[src/rtl/traffic_light_monitor.sv]
// Observes a three-lamp traffic signal, tracks phase and dwell time, counts
// complete red->green->yellow cycles and raises sticky code/sequence/dwell errors.
module traffic_light_monitor #(
    parameter int CNT_W     = 8,
    parameter int DWELL_W   = 8,
    parameter int MAX_DWELL = 1
) (
    input  logic               clk,
    input  logic               rst,
    input  logic [2:0]         light,
    input  logic               err_clr,
    output logic [1:0]         phase,
    output logic               valid,
    output logic [DWELL_W-1:0] dwell,
    output logic [CNT_W-1:0]   cycle_cnt,
    output logic               err_code,
    output logic               err_seq,
    output logic               err_dwell
);

    typedef enum logic {IDLE, TRACK} state_t;

    localparam logic [1:0] PH_RED    = 2'd0;
    localparam logic [1:0] PH_GREEN  = 2'd1;
    localparam logic [1:0] PH_YELLOW = 2'd2;
    localparam logic [1:0] PH_NONE   = 2'd3;

    // One bit wider than dwell so a limit past all-ones can never match.
    localparam logic [DWELL_W:0] DWELL_LIMIT = (DWELL_W+1)'(MAX_DWELL + 1);

    state_t             state;
    logic               code_ok;
    logic [1:0]         code_ph;
    logic [1:0]         succ_ph;
    logic               tracking;
    logic               same_ph;
    logic               legal_step;
    logic               bad_step;
    logic               wrap_step;
    logic [DWELL_W-1:0] dwell_nxt;
    logic               dwell_over;

    always_comb begin
        code_ok = 1'b1;
        code_ph = PH_NONE;
        case (light)
            3'b100:  code_ph = PH_RED;
            3'b010:  code_ph = PH_GREEN;
            3'b001:  code_ph = PH_YELLOW;
            default: code_ok = 1'b0;
        endcase
    end

    assign succ_ph    = (phase == PH_YELLOW) ? PH_RED : phase + 2'd1;
    assign tracking   = (state == TRACK) && code_ok;
    assign same_ph    = tracking && (code_ph == phase);
    assign legal_step = tracking && (code_ph == succ_ph);
    assign bad_step   = tracking && !same_ph && !legal_step;
    assign wrap_step  = legal_step && (phase == PH_YELLOW);

    always_comb begin
        dwell_nxt = DWELL_W'(1);
        if (!code_ok)
            dwell_nxt = '0;
        else if (same_ph)
            dwell_nxt = (&dwell) ? dwell : dwell + DWELL_W'(1);
    end

    // A saturated counter holding at the limit is not a fresh overrun.
    assign dwell_over = code_ok && ({1'b0, dwell_nxt} == DWELL_LIMIT) &&
                        !(same_ph && (&dwell));

    always_ff @(posedge clk) begin
        if (rst) begin
            state     <= IDLE;
            phase     <= PH_NONE;
            valid     <= 1'b0;
            dwell     <= '0;
            cycle_cnt <= '0;
            err_code  <= 1'b0;
            err_seq   <= 1'b0;
            err_dwell <= 1'b0;
        end else begin
            err_code  <= !code_ok   || (err_code  && !err_clr);
            err_seq   <= bad_step   || (err_seq   && !err_clr);
            err_dwell <= dwell_over || (err_dwell && !err_clr);
            dwell     <= dwell_nxt;
            if (!code_ok) begin
                state <= IDLE;
                phase <= PH_NONE;
                valid <= 1'b0;
            end else begin
                state <= TRACK;
                phase <= code_ph;
                valid <= 1'b1;
                if (wrap_step)
                    cycle_cnt <= cycle_cnt + CNT_W'(1);
            end
        end
    end

endmodule

[config.mk]
export PLATFORM = sky130hd
export DESIGN_NAME = traffic_light_monitor
export DESIGN_NICKNAME = d
export VERILOG_FILES = /design/src/rtl/traffic_light_monitor.sv
export SDC_FILE = /design/constraint.sdc
export NUM_CORES = 1
export LEC_CHECK = 0
export ABC_AREA = 1
export CAP_MARGIN = 20
export CORE_MARGIN = 10
export CORE_UTILIZATION = 49
export CTS_CLUSTER_SIZE = 10
export DETAILED_ROUTE_END_ITERATION = 8
export GPL_ROUTABILITY_DRIVEN = 0
export PLACE_DENSITY = 0.79
export SKIP_LAST_GASP = 1
export SLEW_MARGIN = 20
export SYNTH_ARGS = -nofsm -noshare
export SYNTH_HDL_FRONTEND = slang
export SYNTH_SLANG_ARGS = --single-unit
[constraint.sdc]
create_clock -name clk -period 1.81 [get_ports clk]
set_input_delay 0.181 -clock clk [delete_from_list [all_inputs] [get_ports clk]]
set_output_delay 0.181 -clock clk [all_outputs]
set_load 0.005 [all_outputs]
; Word-level counts from Yosys, hierarchy flattened
; Index checks and enable logic that the tools add are counted.
[classes]
n_addsub = 3
n_eq_ne = 7
n_mux = 7
bitwise_logic = 1
reduce_logical = 24
[ops]
columns = operator, count
row1 = 2-to-1 mux 8 bit, 3
row2 = adder 8 x 1 -> 8 bit (second input constant), 2
row3 = logical AND 1 bit, 12
row4 = == test 8 x 2 -> 1 bit (second input constant), 1
row5 = AND reduction 8 bit, 1
row6 = one-hot mux 2 bit (3 select lines), 1
row7 = logical NOT 1 bit, 5
row8 = == test 2 bit, 2
row9 = == test 3 x 1 -> 1 bit (second input constant), 1
row10 = == test 3 x 2 -> 1 bit (second input constant), 1
row11 = == test 3 bit (second input constant), 1
row12 = logical OR 1 bit, 3
row13 = OR reduction 3 bit, 1
row14 = adder 2 x 1 -> 2 bit (second input constant), 1
row15 = == test 2 bit (second input constant), 1
row16 = 2-to-1 mux 1 bit, 2
row17 = 2-to-1 mux 2 bit, 1
row18 = AND reduction 2 bit, 1
row19 = OR reduction 2 bit, 1
row20 = NOT 1 bit, 1
[word_totals]
register_bits = 22
in_bits = 6
out_inout_bits = 22

; Logic depth before layout (Yosys ltp)
; Gate-level depths: netlist of run 1.
[logic_depth]
depth_word = 11
mapped_depth = 11
ltp_nobuf = 11

; Least setup slack after synthesis of run 1
; Ideal clock, no wire load.
[synth_path]
kind = register to register
from = register dwell[0]
to = register err_dwell
setup_time_ns = 0.132
t_arrival_ns = 1.315
t_required_ns = 1.678
setup_slack_ns = 0.363
path_stages_with_launch = 11
n_path_buf = 0
synth_period_minus_slack_ns = 1.447
path_cell_list = dfxtp_1 > ha_1 > nand2_1 > nor2_1 > nand2_2 > o21ai_0 > nor2_1 > nand3_1 > nor2_1 > nand2_1 > a21oi_1
[synth_via]
elab_chain_len = 8
word_cells_on_any_way = 11
cone_classes = add/sub (1) / eq/ne (1) / mux (3) / reduce/logical (6)
[synth_lines]
columns = item, line_no
row1 = from (decl), 14  ; output logic [DWELL_W-1:0] dwell,
row2 = from (signal assigned), 87  ; dwell <= dwell_nxt;
row3 = adder 8 x 1 -> 8 bit / AND reduction 8 bit (equally long branches), "66, 71"
row4 = 2-to-1 mux 8 bit, 66  ; dwell_nxt = (&dwell) ? dwell : dwell + DWELL_W'(1);
row5 = 2-to-1 mux 8 bit, 65  ; else if (same_ph)
row6 = 2-to-1 mux 8 bit, 63  ; if (!code_ok)
row7 = == test 8 x 2 -> 1 bit, 70  ; assign dwell_over = code_ok && ({1'b0, dwell_nxt} == DWELL_LIMIT) &&
row8 = logical AND 1 bit, 70
row9 = logical AND 1 bit (*), 70
row10 = logical OR 1 bit (*), 86  ; err_dwell <= dwell_over || (err_dwell && !err_clr);
row11 = to (signal assigned), 86
row12 = to (decl), 18  ; output logic err_dwell
; Every way passes the cells marked *; elsewhere a longest branch is shown, timed or not.
; A chain may end at the register's enable or synchronous reset.

; Final worst setup path of run 1
[layout_path]
from = register dwell[1]
to = register err_dwell
; The elaborated chain is that of the path after synthesis.

==> impl_metrics.tcl, run 1 <==
set metrics [dict create \
    post_synth_main_area_contributors "sky130_fd_sc_hd__dfxtp_1 37%, sky130_fd_sc_hd__nand2_1 12%, sky130_fd_sc_hd__nand3_1 6.7%" \
    power.density_cell_area_mw_per_mm2 535 \
    critical_path_arrival_ns 1.88 \
    layout.cells.most_common "sky130_fd_sc_hd__nand2_1" \
    initial_utilization 0.528 \
    post-route-min-period_ns 1.64 \
    numPortBuffers 27 \
    nNetsFinal 208 \
    seq_area_frac_synth 0.366 \
    aggregate_global_routing_overflow 0 \
    max_cap_violations 0 \
    netlist-cell-type-count 23 \
    clkLatencyLatePin_ns 0.30 \
    rsz_0062_raised_after_global_routing "no" \
    rows 17 \
    final.setup.worst_slack_ns 0.168 \
    finalSetupViolCount 0 \
    layout.cells.most_common_list "38 x sky130_fd_sc_hd__nand2_1, 27 x sky130_fd_sc_hd__clkdlybuf4s50_1, 22 x sky130_fd_sc_hd__dfxtp_1" \
    ant_nets 0 \
    final_core_utilization 0.682 \
    clock-root-buffer "sky130_fd_sc_hd__clkbuf_4" \
    final.period_utilization 0.907 \
    critPathCaptureType "register" \
    synth_top_cell_by_area "sky130_fd_sc_hd__dfxtp_1" \
    crit_family "simple AND/OR/NAND/NOR gates" \
    avgViaCountPerCell 5.33 \
    logic_gate_share_of_total_power 0.145 \
    average_cell_area_after_synthesis_um2 7.24 \
    synthToLayoutAreaGrowth_pct 29.0 \
    fraction_of_final_layout_cells_with_drive_strength_greater_than_1 0.131 \
    hold_violations 0 \
    yosys_warnings 0 \
    critPathBufInv 0 \
    critPathMaxFanout 8 \
    critical_path.startpoint_type "register" \
    critical_path.max_stage_delay_ns 0.39 \
    global_route_wire_length_before_repair_um 4950 \
    firstDrtPassIters 4 \
    cp_data_required_time_ns 2.05 \
    leakage_uw 0.000630 \
    synthCells 166 \
    grt_antenna_before_repair 0 \
    drt-initial-drc-count 56 \
    cts_tree "yes" \
    vias 1205 \
    clockBufferDepth 2 \
    clkSlewWorstSetupHoldPaths_ns 0.11 \
    core_area_mm2 0.00228 \
    die_y_um 69.5 \
    fmaxAchievable_mhz 609 \
    worst_pin_slew_ns 0.414 \
    totalNegativeSetupSlack_ns 0 \
    hold_path.class "register to register" \
    drc 0 \
    gr-usage-all-layers 0.118 \
    netlist_area_mm2 0.00120 \
    clock_tree.htree_level_count 1 \
    die_width_um 69.5 \
    routed_wire_length_per_instance_um 12.9 \
    synth.ff_latch_count 22 \
    slew_violations 0 \
    clockPowerShare 0.255 \
    vdd_ir_drop_max_uv 519 \
    timing.hold.worst_path_depth 2 \
    post-place-ws_ns -0.0540 \
    worst_hold_slack_ns 0.477 \
    total_switching_power_uw 209 \
    crit_path_most_repeated_cell "sky130_fd_sc_hd__nand2_1" \
    p_sw_frac 0.252 \
    detailed_place_hpwl_um 2320 \
    grt_max_degree 13 \
    outcome "complete, no violations" \
    timing.max_slew.rel_slack 0.723 \
    timing.clock.skew_ns 0.000542 \
    worst-path-stages 8 \
    synth_top_area_frac 0.366 \
    postSynthNetCount 174 \
    n_antenna_cell 0 \
    rr_worst_depth 8 \
    critical_path_class "register to register" \
    vias_in_the_first_global_route 1078 \
    ioPinCount 28 \
    seqPwrFrac 0.600 \
    worstPathCellList "ha_1, nand2_1, nor2_2, nand2_2, xor2_1, nor2_1, nand2_1, a21oi_1" \
    numClockSinks 22 \
    cts_inserted_buffers 3 \
    drt-total-wl_um 2920 \
    die_area_mm2 0.00484 \
    cpMaxStageDelayCell "sky130_fd_sc_hd__dfxtp_1" \
    cellInternalPower_uw 620 \
]
==> routing by layer <==
metal | vias to the layer above | part of all wire | GRT usage | wire, µm
met4 | 0 | 0.0062 | 0.0200 | 18
met1 | 547 | 0.44 | 0.144 | 1280
met3 | 2 | 0.094 | 0.0528 | 274
met2 | 42 | 0.46 | 0.188 | 1350
met5 | - | 0 | 0 | 0
li1 | 614 | - | - | -
==> cell type report <==
| type | count | area (µm²) |
|---|---|---|
| Clock buffer | 3 | 22.5 |
| Fill cell | 204 | 724 |
| Inverter | 17 | 63.8 |
| Multi-Input combinational cell | 126 | 697 |
| Sequential cell | 22 | 440 |
| Tap cell | 28 | 35.0 |
| Timing Repair Buffer | 30 | 293 |
==> per-stage QoR <==
stage | std cells | power (µW) | instance area [µm²]
2_1_floorplan | 166 | 579 | 1200
3_3_place_gp | 223 | 625 | 1530
3_5_place_dp | 223 | 628 | 1530
4_1_cts | 226 | 840 | 1550
5_1_grt | 226 | 872 | 1550
6_report | 226 | 830 | 1550
==> logic make-up after synthesis <==
kind of cell             after synthesis  synth area share
buffers and inverters                 18            0.0562
AND/OR/NAND/NOR                      100             0.425
adder cells (fa/ha/maj)                2            0.0208
AO/OA/AOI/OAI                         17            0.0812
flip-flops                            22             0.366
XOR/XNOR                               7            0.0510
==> synthesized netlist by cell type <==
library cell,n
sky130_fd_sc_hd__nand4_1,9
sky130_fd_sc_hd__ha_1,2
sky130_fd_sc_hd__xor2_1,4
sky130_fd_sc_hd__nand2_1,38
sky130_fd_sc_hd__dfxtp_1,22
sky130_fd_sc_hd__o21ai_0,2
sky130_fd_sc_hd__inv_1,16
sky130_fd_sc_hd__nor2_1,20
sky130_fd_sc_hd__nand2_4,1
sky130_fd_sc_hd__or2_2,1
sky130_fd_sc_hd__o21ai_4,1
sky130_fd_sc_hd__a31oi_1,1
sky130_fd_sc_hd__clkbuf_1,1
sky130_fd_sc_hd__nand3_1,16
sky130_fd_sc_hd__nand3_4,2
sky130_fd_sc_hd__nand3b_4,1
sky130_fd_sc_hd__nor2_2,3
sky130_fd_sc_hd__nand3_2,1
sky130_fd_sc_hd__nand2_2,7
sky130_fd_sc_hd__a21oi_1,13
sky130_fd_sc_hd__xnor2_1,3
sky130_fd_sc_hd__nor2_4,1
sky130_fd_sc_hd__inv_2,1
==> worst paths after layout <==
check | start | to | slack [ns]
setup / recovery | dwell[1] | err_dwell | 0.17
hold / removal | err_code | err_code | 0.48
setup reg to reg | dwell[1] | err_dwell | 0.17
hold reg to reg | err_code | err_code | 0.48
==> timing repair <==
action,CTS,global route
setup endpoints to repair,0,1
gates resized for setup,0,1
setup buffers,0,0
hold buffers,0,0
==> sequential cells by signal (all words and copies together), names as in the netlist <==
| name | cells |
|---|---|
| err_dwell | 1 |
| phase | 2 |
| err_seq | 1 |
| cycle_cnt | 8 |
| err_code | 1 |
| dwell | 8 |
| state | 1 |
==> power by group through the flow <==
stage | combinational, µW | clock, µW | sequential [µW]
after floorplan | 69.3 | 0 | 510
after global placement | 117 | 0 | 509
after detailed placement | 119 | 0 | 509
after CTS | 121 | 221 | 498
after global routing | 131 | 242 | 499
final | 121 | 211 | 498
==> worst register-to-register path, stage by stage, from the launching register on <==
cell and delay (ns):
sky130_fd_sc_hd__dfxtp_1 0.39, sky130_fd_sc_hd__ha_1 0.22, sky130_fd_sc_hd__nand2_1 0.09, sky130_fd_sc_hd__nor2_2 0.15, sky130_fd_sc_hd__nand2_2 0.15, sky130_fd_sc_hd__xor2_1 0.17, sky130_fd_sc_hd__nor2_1 0.20, sky130_fd_sc_hd__nand2_1 0.10
sky130_fd_sc_hd__a21oi_1 0.12
Power figures use the tool's default switching activity.
==> run 2: changes to the inputs <==
PLACE_DENSITY = default   (was 0.79)
PLACE_DENSITY_LB_ADDON = 0.15   (was default)
==> run 2 against run 1 <==
Non-clock buffer count shrank 1. Maximum frequency grew 1.8%. Clock power grew 30%. Core utilization grew 0.33 points. Worst hold slack gained 0.0015 ns. Critical endpoint unchanged. Highest routed layer unchanged. Register-to-register slack gained 0.03 ns. Power grew 7.3%. Critical path depth grew 2. Setup slack gained 0.028 ns.
==> impl_metrics.tcl, run 2 (synthesis gave the netlist of run 1 again) <==
set metrics [dict create \
    largest_registers "cycle_cnt: 8 flops, dwell: 8 flops, phase: 2 flops" \
    drc 0 \
    worst_hold_slack_ns 0.478 \
    ant_nets 0 \
    vias 1182 \
    gr-usage-all-layers 0.115 \
    max_cap_violations 0 \
    clock-root-buffer "sky130_fd_sc_hd__clkbuf_4" \
    crit_family "simple AND/OR/NAND/NOR gates" \
    core_area_mm2 0.00228 \
    final.setup.worst_slack_ns 0.197 \
    global_route_wire_length_before_repair_um 4840 \
    critical_path_class "register to register" \
    worstPathCellList "ha_1, nand2_1, nor2_2, nand2_2, o21ai_1, nor2_1, nand3_1, nor2_1, nand2_1, a21oi_1" \
    total_switching_power_uw 226 \
    nNetsFinal 207 \
    hold_path.class "register to register" \
    layout.cells.most_common "sky130_fd_sc_hd__nand2_1" \
    timing.clock.skew_ns 0.00314 \
    cts_post_setup_buffers_inserted 0 \
    synthToLayoutAreaGrowth_pct 29.7 \
    power.density_cell_area_mw_per_mm2 571 \
    fmaxAchievable_mhz 620 \
    grt_antenna_before_repair 0 \
    cp_data_required_time_ns 2.02 \
    rows 17 \
    die_width_um 69.5 \
    cts.hold.buffers_added 0 \
    avgViaCountPerCell 5.23 \
    final.period_utilization 0.891 \
    clkLatencyLatePin_ns 0.31 \
    firstDrtPassIters 4 \
    cpMaxStageDelayCell "sky130_fd_sc_hd__dfxtp_1" \
    post-place-ws_ns -0.0500 \
    hold_violations 0 \
    clock_tree.htree_level_count 1 \
    numClockSinks 22 \
    ioPinCount 28 \
    seqPwrFrac 0.561 \
    clkSlewWorstSetupHoldPaths_ns 0.12 \
    aggregate_global_routing_overflow 0 \
    slew_violations 0 \
    worst_pin_slew_ns 0.416 \
    critPathBufInv 0 \
    layout.cells.most_common_list "38 x sky130_fd_sc_hd__nand2_1, 27 x sky130_fd_sc_hd__clkdlybuf4s50_1, 21 x sky130_fd_sc_hd__dfxtp_1" \
    vias_in_the_first_global_route 1113 \
    post-route-min-period_ns 1.61 \
    drt-total-wl_um 2890 \
    clockPowerShare 0.309 \
    outcome "complete, no violations" \
    critical_path_arrival_ns 1.83 \
    critPathCaptureType "register" \
    clockBufferDepth 2 \
    detailed_place_hpwl_um 2310 \
    p_sw_frac 0.253 \
    n_antenna_cell 0 \
    timing.max_slew.rel_slack 0.722 \
    finalSetupViolCount 0 \
    leakage_uw 0.000633 \
    critical_path.max_stage_delay_ns 0.41 \
    initial_utilization 0.528 \
    grt_max_degree 13 \
    vdd_ir_drop_max_uv 682 \
    drt-initial-drc-count 88 \
    die_y_um 69.5 \
    cts_inserted_buffers 3 \
    critPathMaxFanout 8 \
    fraction_of_final_layout_cells_with_drive_strength_greater_than_1 0.136 \
    final.fill_count 208 \
    cts_tree "yes" \
    logic_gate_share_of_total_power 0.130 \
    critical_path.startpoint_type "register" \
    numPortBuffers 27 \
    die_area_mm2 0.00484 \
    routed_wire_length_per_instance_um 12.8 \
    cellInternalPower_uw 664 \
]
-- run 2: cell types whose count changed in the layout (fill, tap and decap cells not counted), sizes merged --
| cell | previous run | this run |
|---|---|---|
| clkbuf | 3 | 4 |
| buf | 3 | 2 |
-- run 2: layer usage --
layer | share of wire | track usage | vias up
met3 | 0.071 | 0.0499 | 2
met1 | 0.44 | 0.131 | 541
met2 | 0.49 | 0.193 | 30
met5 | 0 | 0 | -
li1 | - | - | 609
met4 | 0.0035 | 0.0222 | 0
-- run 2: cell type report --
class / instances / area (µm²) / share of cell area
flip-flops and latches: 22 / 442 / 0.283
repair buffers: 29 / 285 / 0.183
inverters: 17 / 63.8 / 0.0409
multi-input cells: 126 / 697 / 0.447
clock buffers: 4 / 36.3 / 0.0233
well taps: 28 / 35.0 / 0.0225
-- run 2: worst register-to-register path: cells and delay by family, from the launching register on --
kind                       cells  cell delay (ns)
adders and majority gates      1             0.21
AOI/OAI and AO/OA              2             0.21
and+or+nand+nor                7             0.69
DFF                            1             0.41
-- run 2: worst paths after layout --
check	start	to	slack (ns)	cells past startpoint
worst max-delay path	dwell[1]	err_dwell	0.20	10
worst min-delay path	err_seq	err_seq	0.48	2
worst max register to register	dwell[1]	err_dwell	0.20	10
worst min register to register	err_seq	err_seq	0.48	2
-- run 2: what timing repair did --
| item | in CTS | in global routing |
|---|---|---|
| endpoints found under the setup margin | 0 | 1 |
| resized for setup | 0 | 3 |
| hold endpoints to repair | 0 | 0 |
-- run 2: power groups by stage --
stage	registers, µW	logic (µW)	clock network [µW]
finish	500	116	275
global route	501	126	306
CTS	499	116	284
detailed placement	510	115	0
global placement	510	113	0
floorplan	510	69.3	0
-- run 2: metrics by stage --
| stage | setup TNS (ns) | total power, µW | instances | utilization | cell area [µm²] |
|---|---|---|---|---|---|
| after floorplan | 0 | 579 | 166 | - | 1200 |
| after global placement | -0.00458 | 623 | 222 | 0.667 | 1520 |
| after detailed placement | -0.308 | 625 | 222 | 0.667 | 1520 |
| after CTS | 0 | 899 | 226 | 0.683 | 1560 |
| after global routing | -0.0133 | 933 | 226 | 0.685 | 1560 |
| final | 0 | 890 | 226 | 0.685 | 1560 |
==> run 3: changes to the inputs <==
CORE_UTILIZATION = 51   (was 49)
CTS_BUF_LIST = sky130_fd_sc_hd__clkbuf_8   (was default)
==> run 3 against run 2 <==
Sequential power about the same. Combinational power about the same. Via count up 2.7%. Critical path depth down 2. Flip-flop and latch count unchanged. Power up 21%. Cell count unchanged. Clock skew down 0.0019 ns. Register-to-register slack worse by 0.06 ns. Routed wire length up 7.8%. Clock-buffer cell count down 1. Maximum frequency down 3.9%.
==> impl_metrics.tcl, run 3 (synthesis gave the netlist of run 1 again) <==
set metrics [dict create \
    critPathMaxFanout 8 \
    final.setup.worst_slack_ns 0.132 \
    leakage_uw 0.000647 \
    max_cap_violations 0 \
    ant_nets 0 \
    clockPowerShare 0.428 \
    seqPwrFrac 0.463 \
    post-place-ws_ns -0.0449 \
    global_route_wire_length_before_repair_um 5300 \
    clock-root-buffer "sky130_fd_sc_hd__clkbuf_8" \
    clockBufferDepth 2 \
    rr_worst_depth 8 \
    worst_pin_slew_ns 0.400 \
    detailed_place_hpwl_um 2380 \
    fraction_of_final_layout_cells_with_drive_strength_greater_than_1 0.131 \
    n_antenna_cell 0 \
    layout.cells.most_common "sky130_fd_sc_hd__nand2_1" \
    cp_data_required_time_ns 2.01 \
    core_area_mm2 0.00223 \
    critical_path.startpoint_type "register" \
    multi_input_comb_area_um2 697 \
    gr-usage-all-layers 0.145 \
    vias 1214 \
    firstDrtPassIters 4 \
    worst_hold_slack_ns 0.485 \
    ioPinCount 28 \
    timing.clock.skew_ns 0.00121 \
    initial_utilization 0.538 \
    vdd_ir_drop_max_uv 428 \
    finalSetupViolCount 0 \
    fmaxAchievable_mhz 596 \
    worst-path-stages 8 \
    nNetsFinal 207 \
    ff_latch_area_um2 440 \
    drt-total-wl_um 3120 \
    hold_violations 0 \
    total_switching_power_uw 242 \
    power.density_cell_area_mw_per_mm2 677 \
    logic_gate_share_of_total_power 0.109 \
    avgViaCountPerCell 5.37 \
    cpMaxStageDelayCell "sky130_fd_sc_hd__dfxtp_1" \
    critical_path_arrival_ns 1.87 \
    grt_max_degree 14 \
    worstPathCellList "ha_1, nand2_1, nor2_2, nand2_2, xor2_1, nor2_1, nand2_1, a21oi_1" \
    cellInternalPower_uw 836 \
    slew_violations 0 \
    totalNegativeSetupSlack_ns 0 \
    crit_family "simple AND/OR/NAND/NOR gates" \
    critPathCaptureType "register" \
    die_y_um 68.6 \
    clkSlewWorstSetupHoldPaths_ns 0.08 \
    cts_tree "yes" \
    critical_path.max_stage_delay_ns 0.41 \
    crit_path_most_repeated_cell "sky130_fd_sc_hd__nand2_1" \
    clock_tree.htree_level_count 1 \
    critical_path_class "register to register" \
    numPortBuffers 27 \
    p_sw_frac 0.224 \
    aggregate_global_routing_overflow 0 \
    grt_antenna_before_repair 0 \
    drc 0 \
    critical_path.reg2reg.startpoint "dwell[0]" \
    drt-initial-drc-count 62 \
    vias_in_the_first_global_route 1235 \
    post-route-min-period_ns 1.68 \
    die_width_um 68.6 \
    layout.cells.most_common_list "38 x sky130_fd_sc_hd__nand2_1, 27 x sky130_fd_sc_hd__clkdlybuf4s50_1, 22 x sky130_fd_sc_hd__dfxtp_1" \
    clkLatencyLatePin_ns 0.26 \
    final.fill_count 189 \
    synthToLayoutAreaGrowth_pct 32.5 \
    cp-startpoint "dwell[0]" \
    timing.hold.worst_path_depth 2 \
    timing.max_slew.rel_slack 0.733 \
    cts_post_setup_buffers_inserted 0 \
    rsz_0062_raised_after_global_routing "no" \
    final.period_utilization 0.927 \
    cts.hold.buffers_added 0 \
    cts_inserted_buffers 3 \
    rows 17 \
    die_area_mm2 0.00470 \
    holdCritStartpoint "err_code" \
    numClockSinks 22 \
    routed_wire_length_per_instance_um 13.8 \
    critPathBufInv 0 \
    outcome "complete, no violations" \
    hold_path.class "register to register" \
    largest_registers "cycle_cnt: 8 flops, dwell: 8 flops, phase: 2 flops" \
    power.total_uw 1080 \
]
run 3: cell types whose count changed in the layout (fill, tap and decap cells not counted), sizes merged:
| cell | change |
|---|---|
| bufinv | +1 |
| clkbuf | -1 |
run 3: worst paths after layout:
check                            endpoint  slack [ns]
worst min register to register   err_code        0.48
worst min-delay path             err_code        0.48
worst max-delay path            err_dwell        0.13
worst max register to register  err_dwell        0.13
run 3: final cells by class:
| class | instances | share of cell area |
|---|---|---|
| clock buffers | 3 | 0.0259 |
| clock inverters | 1 | 0.0189 |
| inverters | 17 | 0.0401 |
| multi-input cells | 126 | 0.438 |
| flip-flops and latches | 22 | 0.277 |
| well taps | 28 | 0.0220 |
| repair buffers | 29 | 0.179 |
run 3: power groups by stage:
| stage | clock (µW) | combinational, µW | sequential (µW) |
|---|---|---|---|
| finish | 462 | 118 | 499 |
| CTS | 466 | 118 | 499 |
| global route | 489 | 129 | 501 |
| global placement | 0 | 113 | 509 |
| floorplan | 0 | 69.3 | 510 |
| detailed placement | 0 | 116 | 510 |
run 3: worst reg2reg max path: cells and delay by family, from the launching register on:
kind | cells | cell delay, ns
AO/OA/AOI/OAI | 1 | 0.13
AND/OR/NAND/NOR | 5 | 0.68
XOR/XNOR | 1 | 0.16
adder cells (fa/ha/maj) | 1 | 0.23
flip-flops | 1 | 0.41
run 3: per-stage QoR:
| stage | instances | utilization | cell area, µm² |
|---|---|---|---|
| after floorplan | 166 | - | 1200 |
| after global placement | 222 | 0.680 | 1520 |
| after detailed placement | 222 | 0.680 | 1520 |
| after CTS | 226 | 0.712 | 1590 |
| after global routing | 226 | 0.713 | 1590 |
| final | 226 | 0.713 | 1590 |
run 3: repair_timing:
item | in CTS | in global routing
gates resized for setup | 0 | 1
endpoints found under the setup margin | 0 | 1
hold endpoints to repair | 0 | 0
run 3: per-layer routing:
layer  routed length (µm)  track usage  up-vias
met1                 1190        0.142      558
li1                     -            -      614
met2                 1640        0.270       32
met4                  101       0.0779        0
met3                  191       0.0370       10
met5                    0            0        -
